$ cat config.mk
export PLATFORM = sky130hd
export DESIGN_NAME = memory_latency
export DESIGN_NICKNAME = d
export VERILOG_FILES = /design/src/rtl/memory_pkg.sv /design/src/rtl/latency_counter.sv /design/src/rtl/memory_latency.sv
export SDC_FILE = /design/constraint.sdc
export NUM_CORES = 2
export LEC_CHECK = 0
export CORE_MARGIN = 5
export CORE_UTILIZATION = 60
export CTS_CLUSTER_SIZE = 14
export DETAILED_ROUTE_END_ITERATION = 16
export GPL_TIMING_DRIVEN = 0
export PLACE_DENSITY = 0.84
export SLEW_MARGIN = 10
export SYNTH_ARGS = -nofsm -noshare
export SYNTH_HDL_FRONTEND = slang
export SYNTH_SLANG_ARGS = --single-unit
$ cat constraint.sdc
create_clock -name clk -period 127.9 [get_ports clk]
set_input_delay 25.58 -clock clk [delete_from_list [all_inputs] [get_ports clk]]
set_output_delay 25.58 -clock clk [all_outputs]
set_load 0.01 [all_outputs]
$ cat src/rtl/memory_pkg.sv
// Shared definitions for the latency-modelling memory: controller state encoding
// and an elaboration-time ceiling-log2 helper.
package memory_pkg;

    typedef enum logic [1:0] {
        IDLE       = 2'd0,
        READ_WAIT  = 2'd1,
        WRITE_WAIT = 2'd2
    } state_t;

    function automatic int clog2(input int value);
        int result;
        int v;
        result = 0;
        v      = value - 1;
        while (v > 0) begin
            result = result + 1;
            v      = v >> 1;
        end
        return result;
    endfunction

endpackage

$ cat src/rtl/latency_counter.sv
// Down-counter that times one memory access; loads on accept and flags zero
// at the edge on which the access completes.
module latency_counter #(
    parameter int WIDTH = 2
) (
    input  logic             clk,
    input  logic             reset,
    input  logic [WIDTH-1:0] load_value,
    input  logic             load,
    input  logic             enable,
    output logic             zero
);

    logic [WIDTH-1:0] count;

    // Holds at zero once expired so it never wraps while the FSM completes.
    always_ff @(posedge clk or posedge reset) begin
        if (reset) begin
            count <= '0;
        end else if (load) begin
            count <= load_value;
        end else if (enable && (count != '0)) begin
            count <= count - 1'b1;
        end
    end

    assign zero = (count == '0);

endmodule

$ cat src/rtl/memory_latency.sv
// Word memory with byte enables that answers each read or write after a fixed,
// per-operation latency, one request in flight at a time.
module memory_latency
    import memory_pkg::*;
#(
    parameter  int DATA_WIDTH  = 8,
    parameter  int DEPTH       = 256,
    parameter  int DELAY_READ  = 2,
    parameter  int DELAY_WRITE = 2,
    localparam int ADDR_WIDTH  = clog2(DEPTH)
) (
    input  logic                    clk,
    input  logic                    reset,
    input  logic [ADDR_WIDTH-1:0]   address,
    input  logic [DATA_WIDTH-1:0]   data_in,
    input  logic [DATA_WIDTH/8-1:0] byte_en,
    input  logic                    read,
    input  logic                    write,
    output logic                    ready,
    output logic [DATA_WIDTH-1:0]   data_out,
    output logic                    done,
    output logic                    error
);

    localparam int BYTES     = DATA_WIDTH / 8;
    localparam int MAX_DELAY = (DELAY_READ > DELAY_WRITE) ? DELAY_READ : DELAY_WRITE;
    localparam int CNT_WIDTH = clog2(MAX_DELAY) + 1;
    localparam logic [CNT_WIDTH-1:0] READ_LOAD  = CNT_WIDTH'(DELAY_READ - 1);
    localparam logic [CNT_WIDTH-1:0] WRITE_LOAD = CNT_WIDTH'(DELAY_WRITE - 1);

    if ((DATA_WIDTH % 8) != 0 || DATA_WIDTH < 8) begin : g_bad_data_width
        $error("memory_latency: DATA_WIDTH must be a positive multiple of 8");
    end
    if (DELAY_READ < 1 || DELAY_WRITE < 1) begin : g_bad_delay
        $error("memory_latency: DELAY_READ and DELAY_WRITE must be at least 1");
    end
    if (DEPTH < 2) begin : g_bad_depth
        $error("memory_latency: DEPTH must be at least 2");
    end

    state_t                  state;
    logic [ADDR_WIDTH-1:0]   addr_q;
    logic [DATA_WIDTH-1:0]   data_q;
    logic [BYTES-1:0]        be_q;
    logic                    fault_q;
    logic                    oob_q;
    logic [DATA_WIDTH-1:0]   mem [DEPTH];
    logic                    accept;
    logic                    cnt_zero;

    assign ready  = (state == IDLE);
    assign accept = (state == IDLE) && (read || write);

    latency_counter #(
        .WIDTH (CNT_WIDTH)
    ) u_latency_counter (
        .clk        (clk),
        .reset      (reset),
        .load_value (write ? WRITE_LOAD : READ_LOAD),
        .load       (accept),
        .enable     (state != IDLE),
        .zero       (cnt_zero)
    );

    always_ff @(posedge clk or posedge reset) begin
        if (reset) begin
            state    <= IDLE;
            addr_q   <= '0;
            data_q   <= '0;
            be_q     <= '0;
            fault_q  <= 1'b0;
            oob_q    <= 1'b0;
            done     <= 1'b0;
            error    <= 1'b0;
            data_out <= '0;
            for (int i = 0; i < DEPTH; i++) begin
                mem[i] <= '0;
            end
        end else begin
            done     <= 1'b0;
            error    <= 1'b0;
            data_out <= '0;
            case (state)
                IDLE: begin
                    if (read || write) begin
                        addr_q  <= address;
                        data_q  <= data_in;
                        be_q    <= byte_en;
                        oob_q   <= !(32'(address) < DEPTH);
                        // A simultaneous read+write runs as a write but is reported.
                        fault_q <= (read && write) || !(32'(address) < DEPTH);
                        state   <= write ? WRITE_WAIT : READ_WAIT;
                    end
                end
                READ_WAIT: begin
                    if (cnt_zero) begin
                        state    <= IDLE;
                        done     <= 1'b1;
                        error    <= fault_q;
                        data_out <= oob_q ? '0 : mem[addr_q];
                    end
                end
                WRITE_WAIT: begin
                    if (cnt_zero) begin
                        state <= IDLE;
                        done  <= 1'b1;
                        error <= fault_q;
                        if (!oob_q) begin
                            for (int b = 0; b < BYTES; b++) begin
                                if (be_q[b]) begin
                                    mem[addr_q][b*8 +: 8] <= data_q[b*8 +: 8];
                                end
                            end
                        end
                    end
                end
                default: state <= IDLE;
            endcase
        end
    end

endmodule

# Word level (Yosys, flattened, before mapping)
# Cells that the tools add are included.
# op_classes
add_sub_neg	1
order_cmp	2
eq_ne	4
mux	18
bitwise	1
n_reduce_logical	14
# ops
operator	count
$bwmux W2048	1
$bmux W8 S8	1
$demux W8 S8	1
$mux W8	5
$mux W2	5
$ge A9 B9 Y1 const B	1
$lt A9 B1 Y1 const B	1
$not A8 Y9	1
$reduce_bool A2 Y1	3
$logic_and A1 B1 Y1	4
$logic_not A2 Y1	2
$mux W1	4
$ne A2 B1 Y1 const B	2
$pmux W2 S2	1
$reduce_and A2 Y1	2
$reduce_and A3 Y1	1
$eq A2 B1 Y1 const B	1
$eq A2 B2 Y1 const B	1
$reduce_or A2 Y1	1
$sub A2 B1 Y2 const B	1
$logic_or A1 B1 Y1	1
# totals
ff_bits	2080
elab_cells	305

# Depth between registers and ports, before layout
# depth
ltp_word	6
ltp_mapped	11
mapped_depth_nobuf	8

# Cells and area by module
# A second synthesis with hierarchy kept.
# hier_totals
cells_unflattened	6303
hier_area_um2	95246.3
# by_module_without_submodules
mod	n_inst	cells_each	area_per_inst_um2
memory_latency	1	6290	95111.2
latency_counter	1	13	135.1

# Least setup slack after synthesis
# OpenSTA, ideal clock, no wires.
# synth_timing
path_kind	input -> register
startpoint	input read
endpoint	register addr_q[0]
arrival_time_ns	26.476
required_time_ns	127.775
setup_slack_ns	101.299
stages	3
path_cell_list	o21ai_0 clkbuf_1 mux2_2
# synth_via
elab_chain_cells	2
# synth_lines
item	line_no	rtl
start, declared	memory_latency.sv:17	input logic read,
$logic_or A1 B1 Y1	memory_latency.sv:85	if (read || write) begin
$reduce_and A2 Y1 (no line)	--	
end signal, assigned	memory_latency.sv:86	addr_q <= address;
end, declared	memory_latency.sv:42	logic [ADDR_WIDTH-1:0] addr_q;
# No other way between the ends.
# A chain may end at the register's enable or synchronous reset.

==> flow_metrics.py <==
metrics = {
    "route": {
        "wirelength_um": 364000,
        "antenna_left": 0,
        "wl_per_cell_um": 41.5,
        "num_vias": 63200,
        "drc": 0,
        "vias_per_cell": 7.22,
        "initialDrtViolationCount": 8843,
        "first_pass_iters": 7,
    },
    "clocking": {
        "cts_setup_buffers": 0,
        "clock_latency_ns": 0.94,
        "clkTransAtPathRegs_ns": 0.06,
        "ctsResizeCount": 0,
        "cts_tree": "built",
        "cts_buffer_depth": 3,
        "tritoncts.num_buffers": 206,
        "clk_root_buffer_cell": "clkbuf_16",
        "holdBufCountCts": 0,
        "cts_max_level": 4,
        "cts.sinks": 2080,
    },
    "pwr": {
        "p_leak_nw": 51.0,
        "p_clk_frac": 0.303,
        "switching_share": 0.424,
        "ir_drop_v": 0.0000229,
        "switching_power_mw": 0.896,
        "cellPowerDensity_nw_per_um2": 19.9,
        "power_frac_seq": 0.332,
        "finalPower_mw": 2.11,
        "p_int_mw": 1.22,
        "p_comb_frac": 0.364,
    },
    "run_status": {
        "status": "finished, violations left",
        "violations": "capacitance limit, slew limit",
    },
    "global_routing": {
        "grt_pass1_vias": 64300,
        "antenna_found_initial": 38,
        "gr-total-overflow": 0,
        "grt_max_degree": 129,
        "grt_usage": 0.436,
        "grt_pass1_wl_um": 505000,
    },
    "critical_path": {
        "critical_path.top_delay_family": "buffers and inverters",
        "crit_path_max_fanout": 123,
        "crit_required_ns": 128.89,
        "critPathMaxStageDelay_ns": 0.52,
        "end_kind": "async pin",
        "start_kind": "input pin",
        "r2r_cells": 9,
        "slowest_stage": "buf_16",
        "worst-path-buf-inv": 7,
        "path_cells": "clkdlybuf4s50_1, inv_8, buf_16, buf_16, buf_16, buf_16, buf_16",
        "timing.rr.end": "data_out[3]",
        "arrival_ns": 29.37,
        "reg2reg_slack_ns": 122.47,
        "rr_startpoint": "addr_q[1]",
        "criticalPathCategory": "in2async",
        "crit_path_frequent_cell": "buf_16",
    },
    "sta": {
        "rsz0062_at_grt": "false",
        "max_slew_margin": -0.0455,
        "finalCritPeriodShare": 0.222,
        "whs_ns": 0.486,
        "tightestPinTransition_ns": 1.57,
        "drv_slew": 31,
        "skew_ns": 0.0638,
        "fmax_ghz": 0.0352,
        "final-hold-violation-count": 0,
        "setup_violations": 0,
        "tns_ns": 0,
        "layout_min_cycle_time_ns": 28.38,
    },
    "placement": {
        "place.gp.congestion": 1.09,
        "io_buffer_count": 31,
        "place_inst": 8354,
        "dp_hpwl_um": 261000,
    },
    "die": {
        "ios": 32,
        "core_area_um2": 158000,
        "chipWidth_um": 408,
        "die_h_um": 408,
        "num_rows": 146,
        "die-area_um2": 167000,
        "start_util": 0.602,
    },
    "logic_synthesis": {
        "synth_cell_types": 57,
        "async_reset_ff_frac": 1.00,
        "synth_edf_count": 0,
        "syn_inst": 6224,
        "syn_nets": 6249,
        "ys_ff_latch": 2080,
        "seq_area_frac_synth": 0.547,
        "syn_avg_cell_area_um2": 15.3,
        "synth_flop_cell": "dfrtp_1",
        "synth_warnings": 0,
        "syn_area_um2": 95200,
    },
    "min_path": {
        "hp-start": "fault_q",
        "whs_endpoint": "fault_q",
        "hold_path.class": "reg2reg",
        "min_path_cells": 2,
    },
    "run": {
        "drv_cap": 3,
    },
    "cells_and_area": {
        "fill_cells": 10700,
        "final_cells": 8756,
        "area_delta_synth_final_pct": 11.4,
        "drive_gt1_frac": 0.490,
        "fin_nets": 6515,
    },
}
==> synthesized netlist by cell type (12+ instances only) <==
cell | n | area share
mux4_2 | 416 | 0.098
a22oi_1 | 119 | 0.0094
buf_1 | 17 | 0.00067
nor4bb_1 | 12 | 0.0013
nor2_2 | 141 | 0.0093
a22o_1 | 18 | 0.0017
nand3_1 | 83 | 0.0044
a32oi_1 | 12 | 0.0011
o211ai_1 | 29 | 0.0023
inv_1 | 14 | 0.00055
nor2_1 | 39 | 0.0015
nand4_1 | 24 | 0.0016
o22ai_1 | 37 | 0.0024
mux2_2 | 2074 | 0.25
buf_2 | 98 | 0.0052
nand2_2 | 26 | 0.0017
a21oi_1 | 23 | 0.0012
dfrtp_1 | 2080 | 0.55
buf_4 | 43 | 0.0034
clkbuf_1 | 292 | 0.012
mux2i_1 | 244 | 0.026
nor3_1 | 12 | 0.00063
o21ai_0 | 20 | 0.0011
nor2_4 | 15 | 0.0018
nand2_1 | 170 | 0.0067
and3_1 | 17 | 0.0011
o2111ai_1 | 22 | 0.0020
buf_6 | 15 | 0.0018
==> worst max-delay path by stage <==
stage	startpoint	to	cells past startpoint
3_3_place_gp	reset	mem[499]	2
5_1_grt	reset	mem[129]	7
4_1_cts	reset	mem[476]	7
3_5_place_dp	reset	mem[452]	7
6_report	reset	mem[476]	7
2_1_floorplan	reset	addr_q[0]	1
==> registers in the layout (all words and copies together), names as in the netlist, 2 cells and up <==
register	flops
mem	2048
addr_q	8
data_out	8
data_q	8
state	2
u_latency_counter.count	2
==> worst min-delay path, cell delays in order (launching register included) <==
cell and delay [ns]:
dfrtp_1 0.35, nand2_1 0.05, nand2_1 0.06
==> metrics by stage <==
step                      setup WS, ns  utilization  instance area (um2)
final                            99.52        0.671               106000
after global routing             99.05        0.671               106000
after CTS                        99.47        0.671               106000
after detailed placement         98.53        0.626                98800
after global placement           24.26        0.621                98100
after floorplan                  43.56            -                95200
==> routing by layer <==
metal	share of wire	wire, um	vias to the layer above	global-route usage
li1	-	-	23800	-
met1	0.36	132000	33700	0.560
met2	0.41	149000	4472	0.597
met3	0.14	49600	1264	0.185
met4	0.090	32900	12	0.310
met5	0.00021	76	-	0.000287
==> cells in the final DEF, fill, tap and decap left out, types with 15 or more instances in the layout <==
| cell | count |
|---|---|
| a21oi_1 | 23 |
| a22o_1 | 18 |
| a22oi_1 | 119 |
| and3_1 | 17 |
| buf_1 | 15 |
| buf_16 | 19 |
| buf_2 | 100 |
| buf_4 | 46 |
| buf_6 | 16 |
| bufinv_16 | 20 |
| clkbuf_1 | 300 |
| clkbuf_16 | 206 |
| clkbuf_2 | 34 |
| clkbuf_8 | 44 |
| clkdlybuf4s50_1 | 31 |
| clkinv_2 | 44 |
| dfrtp_1 | 2080 |
| diode_2 | 26 |
| mux2_2 | 2074 |
| mux2i_1 | 244 |
| mux4_2 | 416 |
| nand2_1 | 170 |
| nand2_2 | 26 |
| nand3_1 | 83 |
| nand4_1 | 24 |
| nor2_1 | 37 |
| nor2_2 | 143 |
| nor2_4 | 15 |
| o2111ai_1 | 22 |
| o211ai_1 | 29 |
| o21ai_0 | 20 |
| o22ai_1 | 37 |
==> cells by family after synthesis <==
group | count (synthesis) | synth area share
muxes | 2734 | 0.369
adders and majority gates | 4 | 0.000526
buffers and inverters | 480 | 0.0231
and+or+nand+nor | 597 | 0.0349
AOI/OAI and AO/OA | 329 | 0.0253
DFF | 2080 | 0.547
==> cell type report <==
type / count / area, um2 / area share
timing repair buffer: 58 / 942 / 0.00888
clock buffer: 292 / 5920 / 0.0558
sequential: 2080 / 52000 / 0.491
buffer: 465 / 2190 / 0.0206
antenna: 26 / 65.1 / 0.000614
multi-input combinational: 3664 / 41000 / 0.387
tap: 2072 / 2590 / 0.0244
clock inverter: 84 / 1210 / 0.0114
inverter: 15 / 63.8 / 0.000602
==> power groups by stage <==
stage / combinational (mW) / sequential, mW / clock [mW]
after floorplan: 0.343 / 0.708 / 0
after global placement: 0.703 / 0.716 / 0
after detailed placement: 0.718 / 0.712 / 0
after CTS: 0.720 / 0.701 / 0.639
after global routing: 0.749 / 0.703 / 0.669
final: 0.770 / 0.702 / 0.641
No activity file was read; power rests on OpenSTA's default activity.
